$ cat src/rtl/dmac_fifo_ext_if.sv
// Bus bundle between the DMAC engines and the per-channel data FIFO.
// The master modport is the engine side, the slave modport is the FIFO side.
interface dmac_fifo_ext_if #(
    parameter int unsigned DEPTH_LG2  = 4,
    parameter int unsigned DATA_WIDTH = 32
);
    logic                  clr_i;
    logic                  wren_i;
    logic [DATA_WIDTH-1:0] wdata_i;
    logic                  rden_i;
    logic [DATA_WIDTH-1:0] rdata_o;
    logic                  full_o;
    logic                  afull_o;
    logic                  empty_o;
    logic                  aempty_o;
    logic [DEPTH_LG2:0]    count_o;
    logic                  ovf_o;
    logic                  udf_o;

    modport master (
        output clr_i, wren_i, wdata_i, rden_i,
        input  rdata_o, full_o, afull_o, empty_o, aempty_o, count_o, ovf_o, udf_o
    );

    modport slave (
        input  clr_i, wren_i, wdata_i, rden_i,
        output rdata_o, full_o, afull_o, empty_o, aempty_o, count_o, ovf_o, udf_o
    );
endinterface

$ cat src/rtl/dmac_fifo_ext.sv
// Single-clock data FIFO between the DMAC read and write engines.
// Occupancy is the difference of the wrap-bit pointers, so no separate
// count register can drift out of step with the pointers.
module dmac_fifo_ext #(
    parameter int unsigned DEPTH_LG2  = 4,
    parameter int unsigned DATA_WIDTH = 32,
    parameter int unsigned AFULL_LVL  = 14,
    parameter int unsigned AEMPTY_LVL = 2,
    parameter bit          FWFT       = 1'b1
) (
    input  logic           clk,
    input  logic           rst_n,
    dmac_fifo_ext_if.slave bus
);
    localparam int unsigned DEPTH = 1 << DEPTH_LG2;
    localparam int unsigned CW    = DEPTH_LG2 + 1;

    localparam logic [CW-1:0] DEPTH_C  = CW'(DEPTH);
    localparam logic [CW-1:0] AFULL_C  = CW'(AFULL_LVL);
    localparam logic [CW-1:0] AEMPTY_C = CW'(AEMPTY_LVL);

    if (DEPTH_LG2 < 1) begin : g_bad_depth
        $error("dmac_fifo_ext: DEPTH_LG2 must be at least 1");
    end
    if (AFULL_LVL < 1 || AFULL_LVL > DEPTH) begin : g_bad_afull
        $error("dmac_fifo_ext: AFULL_LVL must be in 1..DEPTH");
    end
    if (AEMPTY_LVL > DEPTH - 1) begin : g_bad_aempty
        $error("dmac_fifo_ext: AEMPTY_LVL must be in 0..DEPTH-1");
    end

    logic [DATA_WIDTH-1:0] mem [DEPTH];
    logic [CW-1:0]         wptr_q;
    logic [CW-1:0]         rptr_q;
    logic                  ovf_q;
    logic                  udf_q;
    logic [CW-1:0]         count;
    logic                  full;
    logic                  empty;
    logic                  wr_ok;
    logic                  rd_ok;
    logic [DEPTH_LG2-1:0]  waddr;
    logic [DEPTH_LG2-1:0]  raddr;

    assign waddr = wptr_q[DEPTH_LG2-1:0];
    assign raddr = rptr_q[DEPTH_LG2-1:0];

    // Wrap-bit difference gives 0..DEPTH without aliasing full and empty.
    assign count = wptr_q - rptr_q;
    assign full  = (count == DEPTH_C);
    assign empty = (count == '0);

    // Clear wins over both requests in the same cycle.
    assign wr_ok = bus.wren_i && !full  && !bus.clr_i;
    assign rd_ok = bus.rden_i && !empty && !bus.clr_i;

    assign bus.count_o  = count;
    assign bus.full_o   = full;
    assign bus.empty_o  = empty;
    assign bus.afull_o  = (count >= AFULL_C);
    assign bus.aempty_o = (count <= AEMPTY_C);
    assign bus.ovf_o    = ovf_q;
    assign bus.udf_o    = udf_q;

    // Storage write; the array is deliberately not reset.
    always_ff @(posedge clk) begin
        if (wr_ok) begin
            mem[waddr] <= bus.wdata_i;
        end
    end

    // Pointer advance, synchronous clear and sticky error flags.
    always_ff @(posedge clk or negedge rst_n) begin
        if (!rst_n) begin
            wptr_q <= '0;
            rptr_q <= '0;
            ovf_q  <= 1'b0;
            udf_q  <= 1'b0;
        end else if (bus.clr_i) begin
            wptr_q <= '0;
            rptr_q <= '0;
            ovf_q  <= 1'b0;
            udf_q  <= 1'b0;
        end else begin
            if (wr_ok) begin
                wptr_q <= wptr_q + 1'b1;
            end
            if (rd_ok) begin
                rptr_q <= rptr_q + 1'b1;
            end
            if (bus.wren_i && full) begin
                ovf_q <= 1'b1;
            end
            if (bus.rden_i && empty) begin
                udf_q <= 1'b1;
            end
        end
    end

    if (FWFT) begin : g_fwft
        assign bus.rdata_o = mem[raddr];
    end else begin : g_reg
        logic [DATA_WIDTH-1:0] rdata_q;

        // Registered read port: loads only on an accepted read, holds otherwise.
        always_ff @(posedge clk or negedge rst_n) begin
            if (!rst_n) begin
                rdata_q <= '0;
            end else if (rd_ok) begin
                rdata_q <= mem[raddr];
            end
        end

        assign bus.rdata_o = rdata_q;
    end
endmodule

$ cat src/flat_wrapper.sv
// flat-port wrapper written by rule: the top's interface ports become plain ports
module dmac_fifo_ext_flat 
#(
    parameter int unsigned DEPTH_LG2  = 4,
    parameter int unsigned DATA_WIDTH = 32,
    parameter int unsigned AFULL_LVL  = 14,
    parameter int unsigned AEMPTY_LVL = 2,
    parameter bit          FWFT       = 1'b1
)
  (clk, rst_n, bus_clr_i, bus_wren_i, bus_wdata_i, bus_rden_i, bus_rdata_o, bus_full_o, bus_afull_o, bus_empty_o, bus_aempty_o, bus_count_o, bus_ovf_o, bus_udf_o);
  dmac_fifo_ext_if #(.DEPTH_LG2(DEPTH_LG2), .DATA_WIDTH(DATA_WIDTH)) bus_i ();
  input  logic clk;
  input  logic rst_n;
  input wire logic [$bits(bus_i.clr_i)-1:0] bus_clr_i;
  input wire logic [$bits(bus_i.wren_i)-1:0] bus_wren_i;
  input wire logic [$bits(bus_i.wdata_i)-1:0] bus_wdata_i;
  input wire logic [$bits(bus_i.rden_i)-1:0] bus_rden_i;
  output wire logic [$bits(bus_i.rdata_o)-1:0] bus_rdata_o;
  output wire logic [$bits(bus_i.full_o)-1:0] bus_full_o;
  output wire logic [$bits(bus_i.afull_o)-1:0] bus_afull_o;
  output wire logic [$bits(bus_i.empty_o)-1:0] bus_empty_o;
  output wire logic [$bits(bus_i.aempty_o)-1:0] bus_aempty_o;
  output wire logic [$bits(bus_i.count_o)-1:0] bus_count_o;
  output wire logic [$bits(bus_i.ovf_o)-1:0] bus_ovf_o;
  output wire logic [$bits(bus_i.udf_o)-1:0] bus_udf_o;
  assign bus_i.clr_i = bus_clr_i;
  assign bus_i.wren_i = bus_wren_i;
  assign bus_i.wdata_i = bus_wdata_i;
  assign bus_i.rden_i = bus_rden_i;
  assign bus_rdata_o = bus_i.rdata_o;
  assign bus_full_o = bus_i.full_o;
  assign bus_afull_o = bus_i.afull_o;
  assign bus_empty_o = bus_i.empty_o;
  assign bus_aempty_o = bus_i.aempty_o;
  assign bus_count_o = bus_i.count_o;
  assign bus_ovf_o = bus_i.ovf_o;
  assign bus_udf_o = bus_i.udf_o;
  dmac_fifo_ext #(.DEPTH_LG2(DEPTH_LG2), .DATA_WIDTH(DATA_WIDTH), .AFULL_LVL(AFULL_LVL), .AEMPTY_LVL(AEMPTY_LVL), .FWFT(FWFT)) u_core (.clk(clk), .rst_n(rst_n), .bus(bus_i));
endmodule
$ cat config.mk
export PLATFORM = sky130hd
export DESIGN_NAME = dmac_fifo_ext_flat
export DESIGN_NICKNAME = d
export VERILOG_FILES = /design/src/rtl/dmac_fifo_ext_if.sv /design/src/rtl/dmac_fifo_ext.sv /design/src/flat_wrapper.sv
export SDC_FILE = /design/constraint.sdc
export NUM_CORES = 1
export LEC_CHECK = 0
export BUFFER_PORTS_ARGS = -buffer_cell sky130_fd_sc_hd__buf_4
export CORE_UTILIZATION = 54
export CTS_CLUSTER_SIZE = 16
export DETAILED_ROUTE_END_ITERATION = 8
export HOLD_SLACK_MARGIN = 0.08
export PLACE_DENSITY = 0.77
export SETUP_SLACK_MARGIN = 0.3
export SYNTH_ARGS = -nofsm -noshare
export SYNTH_HDL_FRONTEND = slang
export SYNTH_SLANG_ARGS = --single-unit
export TNS_END_PERCENT = 10
$ cat constraint.sdc
create_clock -name clk -period 16.5 [get_ports clk]
set_input_delay 0.825 -clock clk [delete_from_list [all_inputs] [get_ports clk]]
set_output_delay 0.825 -clock clk [all_outputs]
set_load 0.005 [all_outputs]
==> reports/metrics.cfg <==
[worst_setup_path]
critPathKind=reg -> out
critical-path-top-delay-family=multiplexers
critPathArrivalTime_ns=3.80
max_stage_delay_ns=0.98
crit_slowest_cell=dfrtp_4
critical_path.startpoint_type=flop
end_kind=output port
required_ns=15.67
worst-path-buf-inv=2
crit_fanout=48
worstPathCellList=buf_4 > mux4_2 > mux4_2 > buf_4

[timing]
whs_ns=0.0987
rsz0062_at_grt=no
final.setup.tns_ns=0
timing.final.ws_setup_ns=11.88
worstMarginPinSlew_ns=1.21
finalCritPeriodShare=0.280
slew_viol_final=0
min_period_ns=4.62
relSlewSlack=0.192
setup_viol=0
finalHoldViolCount=0
fmax_mhz=216
skew_ns=0.0103

[die]
rows=70
die_w_um=196
fp.dieH_um=196
die-area_um2=38300
io_pins=80
floorplan.initialDensity=0.551
coreArea_um2=36800

[detailed_routing]
routed_via_density=6.22
drtIter0Drc=795
dr_total_vias=9028
drt-total-wl_mm=40.7
dr.pass1.iters=5
wl_per_cell_um=28.0
ant_nets=0
drc_errors=0

[placed_design]
gp_congestion=0.824
place_inst=1360
io_buffer_count=79
dpl.hpwl_mm=21.7
post-place-ws_ns=12.02

[cells_and_area]
drive_above_1_share=0.368
n_antenna_cell=0
fin_nets=991
fill_cells=2403
seqCellArea_um2=15700
final_cell_count_no_fill=1451
utilization=0.630
multi_input_area_um2=4480
syn2layout_area_growth_pct=14.2

[logic_synthesis]
synth_nets=884
synth_seq_area_share=0.773
synth-edff-count=512
synth_cell_types=45
async_flop_share=0.0229
synthFlopType=edfxtp_1
synth_common_cells=512 x edfxtp_1, 160 x mux4_2, 25 x nor2_1, 15 x clkbuf_1, 13 x buf_2
yosysWarnings=0
synth_area_leaders=edfxtp_1 76%, mux4_2 18%, dfrtp_1 1.5%
synth.most_common_cell=edfxtp_1
postSynthAreaPerCell_um2=24.2
synth_area_um2=20300
netlist_instances=837
synth-seq-cells=524
yosys.area.top_type=edfxtp_1
netlist.area_leader.share=0.758

[global_route]
grt_pass1_vias=9509
grt_usage=0.221
grt_pass1_wl_mm=61.2
antenna_found_initial=1
grt_max_degree=59
overflow=0

[cts]
hold_buffers=0
htreeDepth=2
clock_path_buffers=3
cts_setup_buffers=0
cts.sinks=524
ctsResizeCount=0
path_clk_slew_ns=0.07
cts_tree=done
cts_buffers=50
clock-root-buffer=clkbuf_16
clock_latency_ns=0.56

[power_and_ir_drop]
p_sw_uw=822
combPwrFrac=0.199
cellLeakagePower_uw=0.00732
p_seq_frac=0.457
vdd_drop_max_uv=87.5
power_frac_clock=0.344
p_per_area_nw_per_um2=146
p_sw_frac=0.243
p_int_uw=2560

[outcome]
status=finished clean

[min_path]
hp-class=in -> async

[flow_run]
drv_cap=0

-- power by group through the flow --
stage	Combinational, uW	Sequential [uW]	Clock, uW
final	672	1540	1160
after global routing	717	1550	1220
after CTS	684	1550	1180
after detailed placement	675	1570	0
after global placement	670	1570	0
after floorplan	484	1530	0
-- per-layer routing --
metal / up-vias / track usage / part of all wire
li1: 3789 / - / -
met1: 4858 / 0.312 / 0.42
met2: 316 / 0.365 / 0.51
met3: 63 / 0.0344 / 0.052
met4: 2 / 0.0608 / 0.021
met5: - / 0 / 0.00032
-- final cells by class --
| class | count | share of cell area |
|---|---|---|
| inverters | 9 | 0.00146 |
| clock inverters | 30 | 0.0135 |
| repair buffers | 95 | 0.0308 |
| well taps | 468 | 0.0253 |
| flip-flops and latches | 524 | 0.677 |
| clock buffers | 61 | 0.0586 |
| multi-input cells | 264 | 0.193 |
-- layout by cell type (no fill, tap or decap), drive strengths merged, types with 2 or more instances in the layout --
cell type,count
inv,9
clkbuf,61
mux2i,2
ha,9
nor4b,2
nand3b,3
a31oi,2
edfxtp,512
nand2b,5
dfrtp,12
buf,95
a21oi,7
a211oi,2
bufinv,7
nand4,2
nand3,2
mux2,8
clkinv,22
xor2,3
mux4,160
nand2,8
nor2,25
and3,4
a2111oi,2
nor2b,7
-- through the flow --
step | power, uW | instance area, um2
detailed placement | 2250 | 21500
floorplan | 2010 | 20300
CTS | 3410 | 23200
global placement | 2240 | 21500
global route | 3490 | 23200
finish | 3380 | 23200
-- sequential cells by signal, summed over array words and instances, names as in the netlist --
register	count
u_core.mem	512
u_core.rptr_q	5
u_core.wptr_q	5
u_core.bus.ovf_o	1
u_core.bus.udf_o	1
-- path summary, 6_finish.rpt --
| path | startpoint | endpoint | slack [ns] | depth (start not counted) |
|---|---|---|---|---|
| max | u_core.rptr_q[0]$_DFFE_PN0P_ | bus_rdata_o[31] | 11.88 | 4 |
| min | rst_n | u_core.bus.udf_o$_DFFE_PN0P_ | 0.1 | 1 |
| max reg2reg | u_core.rptr_q[2]$_DFFE_PN0P_ | u_core.mem[7][14]$_DFFE_PP_ | 12.00 | 7 |
| min reg2reg | u_core.bus.udf_o$_DFFE_PN0P_ | u_core.bus.udf_o$_DFFE_PN0P_ | 0.50 | 2 |
| max in group asynchronous | rst_n | u_core.rptr_q[1]$_DFFE_PN0P_ | 16.22 | 1 |
| min in group clk | u_core.bus.udf_o$_DFFE_PN0P_ | u_core.bus.udf_o$_DFFE_PN0P_ | 0.50 | 2 |
-- cells by family after synthesis --
kind of cell	after synthesis	synth area share
buf+inv	49	0.0104
fa+ha+maj	10	0.00654
mux	170	0.183
flops	524	0.773
compound gates	18	0.00747
xor+xnor	4	0.00339
simple gates	62	0.0160
(Power assumes the default switching activity.)
